**src/rtl/axi_wmst_burst_if.sv**
```systemverilog
// ----------------------------------------------------------------------------
// axi_wmst_burst_if
// AXI4 write-channel bundle (AW/W/B) between the write-master burst engine and
// the interconnect.
//
// Parameters
//   DATA_W  data width in bits (strobe width is DATA_W/8)
//   ADDR_W  address width in bits
//
// Modports
//   master  burst engine side: drives AW/W payload and valids, bready
//   slave   interconnect side: drives awready, wready, bvalid, bresp
// ----------------------------------------------------------------------------
interface axi_wmst_burst_if #(
   parameter int DATA_W = 512,
   parameter int ADDR_W = 64
);
   logic                  awvalid;
   logic                  awready;
   logic [ADDR_W-1:0]     awaddr;
   logic [7:0]            awlen;
   logic [2:0]            awsize;
   logic [1:0]            awburst;

   logic                  wvalid;
   logic                  wready;
   logic [DATA_W-1:0]     wdata;
   logic [DATA_W/8-1:0]   wstrb;
   logic                  wlast;

   logic                  bvalid;
   logic                  bready;
   logic [1:0]            bresp;

   modport master (
      output awvalid, awaddr, awlen, awsize, awburst,
      input  awready,
      output wvalid, wdata, wstrb, wlast,
      input  wready,
      input  bvalid, bresp,
      output bready
   );

   modport slave (
      input  awvalid, awaddr, awlen, awsize, awburst,
      output awready,
      input  wvalid, wdata, wstrb, wlast,
      output wready,
      output bvalid, bresp,
      input  bready
   );
endinterface

```
**src/rtl/axi_wmst_burst.sv**
```systemverilog
// ----------------------------------------------------------------------------
// axi_wmst_burst
// Write-master burst engine. Takes one write command (byte address + byte
// count), streams the flattener's words onto an AXI4 write channel as an INCR
// burst and pulses wmst_done after the write response. One command in flight.
//
// Optional build macro: WMST_4K_SPLIT_EN
//   defined   - a command whose bytes would cross a 4 KB boundary is issued as
//               several bursts, each cut at the next 4 KB boundary
//               (AW->W->B repeated), with one wmst_done after the final B.
//   undefined - always a single burst; caller guarantees no 4 KB crossing.
//
// Parameters
//   DATA_W     stream / AXI data width (beat = 64 bytes at 512)
//   ADDR_W     address and transfer-size width
//   MAX_BEATS  beats per command ceiling (1..256)
//
// Ports
//   clk, rst_n       clock, async active-low reset
//   wmst_req         command strobe, only sampled when idle
//   wmst_addr        byte address, low 6 bits ignored
//   wmst_xfer_size   byte count, multiple of 64, zero allowed
//   wmst_done        one-cycle completion pulse
//   wmst_busy        accepted command until done pulse (inclusive)
//   wmst_err         sticky error: bad BRESP or size clamped; cleared by req
//   s_tdata/s_tvalid/s_tready  input stream, passed straight onto W
//   axi              AXI4 AW/W/B master port
//
// state  | meaning
// -------+-------------------------------------------------------------
// IDLE   | waiting for wmst_req
// AW     | awvalid high, address/len held until awready
// W      | stream passed through to W until the last beat handshakes
// BRESP  | bready high, waiting for bvalid
// DONE   | wmst_done pulse, back to IDLE next cycle
// ----------------------------------------------------------------------------
module axi_wmst_burst #(
   parameter int DATA_W    = 512,
   parameter int ADDR_W    = 64,
   parameter int MAX_BEATS = 256
) (
   input  logic                clk,
   input  logic                rst_n,

   input  logic                wmst_req,
   input  logic [ADDR_W-1:0]   wmst_addr,
   input  logic [ADDR_W-1:0]   wmst_xfer_size,
   output logic                wmst_done,
   output logic                wmst_busy,
   output logic                wmst_err,

   input  logic [DATA_W-1:0]   s_tdata,
   input  logic                s_tvalid,
   output logic                s_tready,

   axi_wmst_burst_if.master    axi
);

   // wide enough for 0..256 beats
   localparam int BEAT_W = 9;

   typedef enum logic [2:0] {
      S_IDLE  = 3'd0,
      S_AW    = 3'd1,
      S_W     = 3'd2,
      S_BRESP = 3'd3,
      S_DONE  = 3'd4
   } state_t;

   state_t               state;
   logic [ADDR_W-1:0]    awaddr_q;
   logic [7:0]           awlen_q;
   logic [7:0]           beat_cnt;
   logic                 awvalid_q;
   logic                 bready_q;
   logic                 done_q;
   logic                 busy_q;
   logic                 err_q;

   // --- command decode ------------------------------------------------------
   logic [ADDR_W-1:0]    req_addr;
   logic [ADDR_W-1:0]    size_beats;
   logic                 clamp;
   logic [BEAT_W-1:0]    req_beats;
   logic [BEAT_W-1:0]    first_beats;
   logic                 unused_bits;

   assign req_addr    = {wmst_addr[ADDR_W-1:6], 6'b0};
   assign size_beats  = wmst_xfer_size >> 6;
   assign clamp       = size_beats > ADDR_W'(MAX_BEATS);
   assign req_beats   = clamp ? BEAT_W'(MAX_BEATS) : size_beats[BEAT_W-1:0];
   assign unused_bits = ^{wmst_addr[5:0], wmst_xfer_size[5:0]};

`ifdef WMST_4K_SPLIT_EN
   // Beats left before the next 4 KB boundary (1..64). Every follow-on burst
   // starts exactly on a boundary, so it can carry at most 64 beats.
   logic [BEAT_W-1:0]    room_req;
   logic [BEAT_W-1:0]    rem_beats;
   logic [BEAT_W-1:0]    nxt_beats;
   logic [ADDR_W-1:0]    next_addr;
   logic [ADDR_W-1:0]    req_boundary;

   assign room_req     = BEAT_W'(7'd64 - {1'b0, req_addr[11:6]});
   assign first_beats  = (req_beats > room_req) ? room_req : req_beats;
   assign nxt_beats    = (rem_beats > BEAT_W'(64)) ? BEAT_W'(64) : rem_beats;
   assign req_boundary = {req_addr[ADDR_W-1:12] + (ADDR_W-12)'(1), 12'h000};
`else
   assign first_beats  = req_beats;
`endif

   // --- sequencer -----------------------------------------------------------
   always_ff @(posedge clk or negedge rst_n) begin
      if (!rst_n) begin
         state     <= S_IDLE;
         awaddr_q  <= '0;
         awlen_q   <= '0;
         beat_cnt  <= '0;
         awvalid_q <= 1'b0;
         bready_q  <= 1'b0;
         done_q    <= 1'b0;
         busy_q    <= 1'b0;
         err_q     <= 1'b0;
`ifdef WMST_4K_SPLIT_EN
         rem_beats <= '0;
         next_addr <= '0;
`endif
      end else begin
         done_q <= 1'b0;
         case (state)
            S_IDLE: begin
               if (wmst_req) begin
                  busy_q <= 1'b1;
                  err_q  <= clamp;
                  if (req_beats == '0) begin
                     done_q <= 1'b1;
                     state  <= S_DONE;
                  end else begin
                     awaddr_q  <= req_addr;
                     awlen_q   <= 8'(first_beats - BEAT_W'(1));
                     awvalid_q <= 1'b1;
                     state     <= S_AW;
`ifdef WMST_4K_SPLIT_EN
                     rem_beats <= req_beats - first_beats;
                     next_addr <= req_boundary;
`endif
                  end
               end
            end

            S_AW: begin
               if (axi.awready) begin
                  awvalid_q <= 1'b0;
                  beat_cnt  <= '0;
                  state     <= S_W;
               end
            end

            S_W: begin
               if (axi.wvalid && axi.wready) begin
                  beat_cnt <= beat_cnt + 8'd1;
                  if (beat_cnt == awlen_q) begin
                     bready_q <= 1'b1;
                     state    <= S_BRESP;
                  end
               end
            end

            S_BRESP: begin
               if (axi.bvalid) begin
                  bready_q <= 1'b0;
                  if (axi.bresp != 2'b00)
                     err_q <= 1'b1;
`ifdef WMST_4K_SPLIT_EN
                  if (rem_beats != '0) begin
                     awaddr_q  <= next_addr;
                     awlen_q   <= 8'(nxt_beats - BEAT_W'(1));
                     rem_beats <= rem_beats - nxt_beats;
                     next_addr <= next_addr + ADDR_W'(4096);
                     awvalid_q <= 1'b1;
                     state     <= S_AW;
                  end else
`endif
                  begin
                     done_q <= 1'b1;
                     state  <= S_DONE;
                  end
               end
            end

            S_DONE: begin
               busy_q <= 1'b0;
               state  <= S_IDLE;
            end

            default: state <= S_IDLE;
         endcase
      end
   end

   // --- outputs -------------------------------------------------------------
   // W is a pure pass-through of the stream while in W: no skid buffer, so
   // the flattener sees wready directly and gaps in s_tvalid become W gaps.
   logic in_w;
   assign in_w = (state == S_W);

   assign axi.awvalid = awvalid_q;
   assign axi.awaddr  = awaddr_q;
   assign axi.awlen   = awlen_q;
   assign axi.awsize  = 3'd6;
   assign axi.awburst = 2'b01;

   assign axi.wvalid  = in_w & s_tvalid;
   assign axi.wdata   = in_w ? s_tdata : '0;
   assign axi.wstrb   = '1;
   assign axi.wlast   = in_w & (beat_cnt == awlen_q);
   assign s_tready    = in_w & axi.wready;

   assign axi.bready  = bready_q;

   assign wmst_done   = done_q;
   assign wmst_busy   = busy_q;
   assign wmst_err    = err_q;

endmodule

```
**src/flat_wrapper.sv**
```systemverilog
// flat-port wrapper written by rule: the top's interface ports become plain ports
module axi_wmst_burst_flat 
#(
   parameter int DATA_W    = 512,
   parameter int ADDR_W    = 64,
   parameter int MAX_BEATS = 256
)
  (clk, rst_n, wmst_req, wmst_addr, wmst_xfer_size, wmst_done, wmst_busy, wmst_err, s_tdata, s_tvalid, s_tready, axi_awvalid, axi_awaddr, axi_awlen, axi_awsize, axi_awburst, axi_awready, axi_wvalid, axi_wdata, axi_wstrb, axi_wlast, axi_wready, axi_bvalid, axi_bresp, axi_bready);
  axi_wmst_burst_if #(.DATA_W(DATA_W), .ADDR_W(ADDR_W)) axi_i ();
  input  logic clk;
  input  logic rst_n;
  input  logic wmst_req;
  input  logic [ADDR_W-1:0] wmst_addr;
  input  logic [ADDR_W-1:0] wmst_xfer_size;
  output logic wmst_done;
  output logic wmst_busy;
  output logic wmst_err;
  input  logic [DATA_W-1:0] s_tdata;
  input  logic s_tvalid;
  output logic s_tready;
  output wire logic [$bits(axi_i.awvalid)-1:0] axi_awvalid;
  output wire logic [$bits(axi_i.awaddr)-1:0] axi_awaddr;
  output wire logic [$bits(axi_i.awlen)-1:0] axi_awlen;
  output wire logic [$bits(axi_i.awsize)-1:0] axi_awsize;
  output wire logic [$bits(axi_i.awburst)-1:0] axi_awburst;
  input wire logic [$bits(axi_i.awready)-1:0] axi_awready;
  output wire logic [$bits(axi_i.wvalid)-1:0] axi_wvalid;
  output wire logic [$bits(axi_i.wdata)-1:0] axi_wdata;
  output wire logic [$bits(axi_i.wstrb)-1:0] axi_wstrb;
  output wire logic [$bits(axi_i.wlast)-1:0] axi_wlast;
  input wire logic [$bits(axi_i.wready)-1:0] axi_wready;
  input wire logic [$bits(axi_i.bvalid)-1:0] axi_bvalid;
  input wire logic [$bits(axi_i.bresp)-1:0] axi_bresp;
  output wire logic [$bits(axi_i.bready)-1:0] axi_bready;
  assign axi_awvalid = axi_i.awvalid;
  assign axi_awaddr = axi_i.awaddr;
  assign axi_awlen = axi_i.awlen;
  assign axi_awsize = axi_i.awsize;
  assign axi_awburst = axi_i.awburst;
  assign axi_i.awready = axi_awready;
  assign axi_wvalid = axi_i.wvalid;
  assign axi_wdata = axi_i.wdata;
  assign axi_wstrb = axi_i.wstrb;
  assign axi_wlast = axi_i.wlast;
  assign axi_i.wready = axi_wready;
  assign axi_i.bvalid = axi_bvalid;
  assign axi_i.bresp = axi_bresp;
  assign axi_bready = axi_i.bready;
  axi_wmst_burst #(.DATA_W(DATA_W), .ADDR_W(ADDR_W), .MAX_BEATS(MAX_BEATS)) u_core (.clk(clk), .rst_n(rst_n), .wmst_req(wmst_req), .wmst_addr(wmst_addr), .wmst_xfer_size(wmst_xfer_size), .wmst_done(wmst_done), .wmst_busy(wmst_busy), .wmst_err(wmst_err), .s_tdata(s_tdata), .s_tvalid(s_tvalid), .s_tready(s_tready), .axi(axi_i));
endmodule
```
**config.mk**
```make
export PLATFORM = sky130hd
export DESIGN_NAME = axi_wmst_burst_flat
export DESIGN_NICKNAME = d
export VERILOG_FILES = /design/src/rtl/axi_wmst_burst_if.sv /design/src/rtl/axi_wmst_burst.sv /design/src/flat_wrapper.sv
export SDC_FILE = /design/constraint.sdc
export NUM_CORES = 1
export LEC_CHECK = 0
export CAP_MARGIN = 15
export CORE_AREA = 2 2 508 510
export DETAILED_ROUTE_END_ITERATION = 8
export DIE_AREA = 0 0 510 512
export PLACE_DENSITY = 0.3
export SETUP_SLACK_MARGIN = 0.5
export SYNTH_ARGS = -nofsm -noshare
export SYNTH_HDL_FRONTEND = slang
export SYNTH_SLANG_ARGS = --single-unit
export TNS_END_PERCENT = 30
```
**constraint.sdc**
```tcl
create_clock -name clk -period 4.2 [get_ports clk]
set_clock_uncertainty 0.15 [all_clocks]
set_input_delay 0.42 -clock clk [delete_from_list [all_inputs] [get_ports clk]]
set_output_delay 0.42 -clock clk [all_outputs]
set_load 0.05 [all_outputs]
```
==> flow_metrics.py, run 1 <==
metrics = {
    "grt": {
        "grt_max_degree": 130,
        "overflow": 0,
        "grt_pass1_wl_mm": 203.3,
        "grt_usage_pct": 12.97,
        "grt_pass1_vias": 12345,
        "antenna_found_initial": 333,
    },
    "detailed_routing": {
        "drt-pass1-iter-count": 5,
        "drc": 0,
        "wl_mm": 177.0,
        "drtIter0Drc": 437,
        "dr_total_vias": 12785,
        "ant_nets": 0,
        "wl_per_cell_um": 31.68,
        "vias_per_cell": 2.288,
    },
    "yosys": {
        "synth_edf_count": 0,
        "synth_ff_type": "dfrtp_1",
        "postSynth.asyncResetShare_pct": 100.0,
        "syn_inst": 936,
        "synth_seq_area_share_pct": 26.55,
        "netlist_area_um2": 7727,
        "ys_ff_latch": 82,
        "syn_avg_cell_area_um2": 8.256,
        "synthDistinctLibCells": 47,
        "yosysWarnings": 0,
    },
    "layout": {
        "final_layout_size_suffix_gt1_share_pct": 24.37,
        "final_common_cell": "clkdlybuf4s50_1",
        "syn2layout_area_growth_pct": 226.5,
        "nets": 2792,
        "fillCellCount": 29614,
        "most-common-layout-cells": "clkdlybuf4s50_1 (823), and2_1 (519), buf_4 (290)",
        "multiInputGateArea_um2": 5074,
        "fin_area_um2": 25230,
        "seqCellArea_um2": 2052,
    },
    "die": {
        "io_pins": 1310,
        "die_area_um2": 261100,
        "rows": 186,
        "core_um2": 255800,
        "die_h_um": 512,
        "dieWidth_um": 510,
        "initial_utilization_pct": 3.021,
    },
    "worst_setup_path": {
        "crit_type": "reg2out",
        "crit_required_ns": 3.63,
        "critPathCapture": "axi_wlast",
        "ff2ff_setup_slack_ns": 1.58,
        "r2r-end": "u_core.axi.awaddr[9]",
        "regToRegStartpoint": "u_core.state[0]",
        "crit_start": "u_core.axi.awlen[4]",
        "reg2reg_depth": 6,
        "start_kind": "flip-flop",
        "cp_data_arrival_time_ns": 3.05,
        "endpoint_kind": "primary output",
        "critPathMaxFanout": 3,
    },
    "sta": {
        "drv_slew": 0,
        "hold_viol": 15,
        "setup_ws_ns": 0.5849,
        "setup-violations-final": 0,
        "relSlewSlack_pct": 32.95,
        "max_freq_ghz": 0.2766,
        "worst_pin_slew_ns": 1.003,
        "rsz0062_at_grt": "yes",
        "fin_crit_ns": 3.615,
        "period_share_pct": 86.07,
        "whs_ns": -0.01691,
    },
    "clock_tree": {
        "path_clk_slew_ns": 0.07,
        "cts_sinks": 82,
        "clock_path_buffers": 2,
        "root_buffer": "clkbuf_16",
        "insertion_delay_ns": 0.38,
        "cts_tree": "yes",
        "cts_buffers": 9,
        "htree_levels": 3,
    },
    "power": {
        "leakage_nw": 9.345,
        "p_per_area_nw_per_um2": 660.8,
        "ir_worst_vdd_mv": 0.3042,
    },
    "status": {
        "violations": "hold timing",
        "status": "finished with violations",
    },
    "placed_design": {
        "place_congestion": 0.9655,
        "dpl_worst_slack_ns": -0.02868,
        "dpl.hpwl_mm": 166.9,
        "io_buffers": 1222,
        "place_area_um2": 24720,
    },
    "run": {
        "max-cap-violations": 0,
    },
    "hold_path": {
        "min_path_type": "in2async",
    },
}
[synth_stat cells (all sizes together) (3+ instances only)]
master  instances  area [um2]
dfrtp          82        2052
a31o            3       26.28
xor2           12       105.1
inv             8       30.03
nand2          11       41.29
nor2            8       30.03
clkbuf         62       232.7
xnor2           4       35.03
buf            82       635.6
nand3           7       35.03
mux2           63       709.4
or4             3       26.27
a21oi           7       35.03
nand4           6       37.54
and3            3       18.77
o21ai           7       35.03
nor4           13       81.33
and2          520        3253
nor3            5       25.02
[report_power, final]
part           switching, mW  internal, mW  leakage, nW
combinational           9.71          4.79         8.26
sequential             0.243          1.13        0.960
clock                  0.382         0.416        0.125
total                   10.3          6.34         9.34
[per-stage QoR]
stage / total power, mW / cells / TNS [ns] / util, %
6_report: 16.67 / 5587 / 0 / 9.866
2_1_floorplan: 9.195 / 1009 / 0 / -
5_1_grt: 17.55 / 5540 / 0 / 9.820
3_3_place_gp: 16.35 / 5508 / -0.002809 / 9.667
4_1_cts: 17.23 / 5524 / 0 / 9.773
3_5_place_dp: 16.33 / 5508 / -0.3052 / 9.667
[cell type report]
class,instances,share of cell area [%]
clock inverters,4,0.1091
repair buffers,1265,53.21
diodes,57,0.5653
inverters,8,0.1190
flip-flops and latches,82,8.132
clock buffers,12,0.9768
multi-input cells,775,20.11
well taps,3384,16.78
[worst min path at each step]
stage	startpoint	endpoint	slack, ns	cells after the start
3_5_place_dp	u_core.axi.awaddr[16]	u_core.axi.awaddr[16]	0.33	1
3_3_place_gp	u_core.axi.awaddr[12]	u_core.axi.awaddr[12]	0.32	1
6_report	rst_n	u_core.axi.awaddr[50]	-0.02	1
2_1_floorplan	rst_n	u_core.axi.awaddr[10]	-0.03	0
5_1_grt	rst_n	u_core.axi.awaddr[46]	0.06	1
4_1_cts	rst_n	u_core.axi.awaddr[50]	0.01	1
[kinds of logic after synthesis]
family | share of synthesized area [%]
flip-flops | 26.55
AND/OR/NAND/NOR | 47.31
adder cells (fa/ha/maj) | 0.3238
other | 0.09719
buffers and inverters | 11.63
AO/OA/AOI/OAI | 2.834
multiplexers | 9.440
XOR/XNOR | 1.813
[metal layers]
metal	track usage, %	vias to the layer above	share of wire (%)
met2	20.27	1204	43
met1	11.29	5632	31
met5	0	-	0.86
met3	14.93	408	24
met4	1.211	240	1.4
li1	-	5301	-
[sequential cells by signal, indices dropped and copies added (netlist names)]
register,flops
u_core.axi.awaddr,58
u_core.wmst_done,1
u_core.axi.bready,1
u_core.wmst_err,1
u_core.axi.awvalid,1
u_core.state,3
u_core.axi.awlen,8
u_core.wmst_busy,1
u_core.beat_cnt,8
[critical path, stage by stage, from the launching register on]
cell and delay (ns):
dfrtp_1 0.52, xor2_1 0.21, nor4_1 0.72, and3_1 0.29, clkdlybuf4s50_1 0.91
[repair_timing]
action / CTS / global route
setup buffers: 0 / 3
hold buffers: 0 / 0
resized for setup: 1 / 5
setup endpoints to repair: 62 / 62
cloned: 0 / 2
pin swaps: 0 / 2
Note: power is estimated with default switching activity, not from simulation.
==> run 2, diff against run 1 <==
==> constraint.sdc (replaced) <==
create_clock -name clk -period 4.4 [get_ports clk]
set_clock_uncertainty 0.15 [all_clocks]
set_input_delay 0.44 -clock clk [delete_from_list [all_inputs] [get_ports clk]]
set_output_delay 0.44 -clock clk [all_outputs]
set_load 0.05 [all_outputs]
==> flow_metrics.py, run 2 (synthesis gave the netlist of run 1 again) <==
metrics = {
    "detailed_routing": {
        "drtIter0Drc": 561,
        "dr_total_vias": 12941,
        "wl_per_cell_um": 31.66,
        "drt-pass1-iter-count": 5,
        "wl_mm": 176.5,
        "ant_nets": 0,
        "drc": 0,
        "vias_per_cell": 2.321,
    },
    "grt": {
        "overflow": 0,
        "grt_pass1_wl_mm": 202.5,
        "antenna_found_initial": 333,
        "globalRouteMet2Util_pct": 20.25,
        "gr-usage-met3_pct": 15.25,
        "grt_max_degree": 123,
        "grt_pass1_vias": 12523,
        "grt_usage_pct": 12.95,
        "grtUsageMet1_pct": 11.06,
        "top_usage_layer": "met2",
    },
    "die": {
        "io_pins": 1310,
        "rows": 186,
        "core_um2": 255800,
        "initial_utilization_pct": 3.021,
        "dieWidth_um": 510,
        "die_area_um2": 261100,
        "die_h_um": 512,
    },
    "run": {
        "max-cap-violations": 0,
    },
    "sta": {
        "worst_pin_slew_ns": 1.071,
        "rsz0062_at_grt": "no",
        "fin_crit_ns": 3.792,
        "relSlewSlack_pct": 28.39,
        "setup-violations-final": 0,
        "setup_tns_ns": 0,
        "max_freq_ghz": 0.2637,
        "whs_ns": 0.3352,
        "hold_viol": 0,
        "period_share_pct": 86.18,
        "drv_slew": 0,
    },
    "worst_setup_path": {
        "crit_required_ns": 4.51,
        "crit_type": "in2reg",
        "cp_data_arrival_time_ns": 3.90,
        "start_kind": "primary input",
        "endpoint_kind": "flip-flop",
        "critPathMaxFanout": 22,
    },
    "clock_tree": {
        "path_clk_slew_ns": 0.07,
        "htree_levels": 3,
        "root_buffer": "clkbuf_16",
        "clock_path_buffers": 2,
        "cts_buffers": 9,
        "cts_tree": "yes",
        "insertion_delay_ns": 0.39,
        "post_cts_buffers": 0,
        "cts_sinks": 82,
    },
    "layout": {
        "nets": 2779,
        "final_common_cell": "clkdlybuf4s50_1",
        "final_layout_size_suffix_gt1_share_pct": 21.24,
        "syn2layout_area_growth_pct": 209.5,
        "multiInputGateArea_um2": 5062,
        "fin_area_um2": 23920,
        "most-common-layout-cells": "clkdlybuf4s50_1 (881), and2_1 (519), buf_4 (332)",
        "seqCellArea_um2": 2052,
        "largest_reg_flops": 58,
        "fillCellCount": 29738,
    },
    "placed_design": {
        "place_area_um2": 23430,
        "io_buffers": 1222,
        "dpl.hpwl_mm": 166.5,
        "place_congestion": 0.9805,
    },
    "power": {
        "total_power_mw": 15.27,
        "leakage_nw": 8.840,
        "p_per_area_nw_per_um2": 638.4,
        "ir_worst_vdd_mv": 0.3087,
    },
    "status": {
        "status": "completed",
    },
    "hold_path": {
        "min_path_type": "reg2reg",
    },
}
==> run 2: worst paths after layout <==
path / startpoint / endpoint / slack (ns) / depth (start not counted)
max: wmst_xfer_size[10] / u_core.axi.awaddr[13] / 0.61 / 14
max reg2reg: u_core.state[1] / u_core.beat_cnt[7] / 1.69 / 7
min reg2reg: u_core.axi.awaddr[12] / u_core.axi.awaddr[12] / 0.34 / 1
max in group asynchronous: rst_n / u_core.beat_cnt[4] / 2.68 / 3
min in group asynchronous: rst_n / u_core.axi.awaddr[37] / 0.46 / 2
min: u_core.axi.awaddr[12] / u_core.axi.awaddr[12] / 0.34 / 1
==> run 2: what timing repair did <==
action | 4_1_cts | 5_1_grt
hold endpoints to repair | 51 | 0
hold buffers | 1 | 0
setup endpoints to repair | 1 | 16
gates resized for setup | 1 | 1
==> run 2: power by group <==
part           switching [mW]  total [mW]  internal [mW]
Clock                   0.404       0.913          0.509
Combinational            9.12        13.0           3.90
Sequential              0.251        1.33           1.08
==> run 2: final cells by class <==
type	count	area share (%)
Clock buffer	9	0.9417
Antenna cell	58	0.6069
Clock inverter	7	0.4447
Timing Repair Buffer	1252	50.43
Inverter	8	0.1256
Multi-Input combinational cell	775	21.17
Sequential cell	82	8.580
Tap cell	3384	17.70
==> run 2: metal layers <==
layer	vias to the layer above	wire, um	share of wire [%]
met4	238	2101	1.2
met2	1246	76080	43
li1	5271	-	-
met3	415	42650	24
met5	-	1532	0.87
met1	5771	54160	31
==> run 2: worst max-delay path, stage by stage <==
cell,delay [ns]
clkdlybuf4s50_1,0.57
or4_4,0.55
o21ai_1,0.21
nor4b_4,0.23
buf_4,0.17
and2_1,0.16
nand2_1,0.06
ha_1,0.22
or4b_2,0.24
nor2_1,0.08
a31oi_4,0.23
buf_12,0.16
buf_12,0.18
mux2_1,0.35
==> run 2: stage by stage <==
step / setup slack [ns] / utilization, % / std cells
6_report: 0.6080 / 9.351 / 5575
2_1_floorplan: 0.9992 / - / 1009
3_3_place_gp: 0.2570 / 9.160 / 5500
3_5_place_dp: 0.1506 / 9.160 / 5500
4_1_cts: 0.5001 / 9.293 / 5517
5_1_grt: 0.5151 / 9.306 / 5529
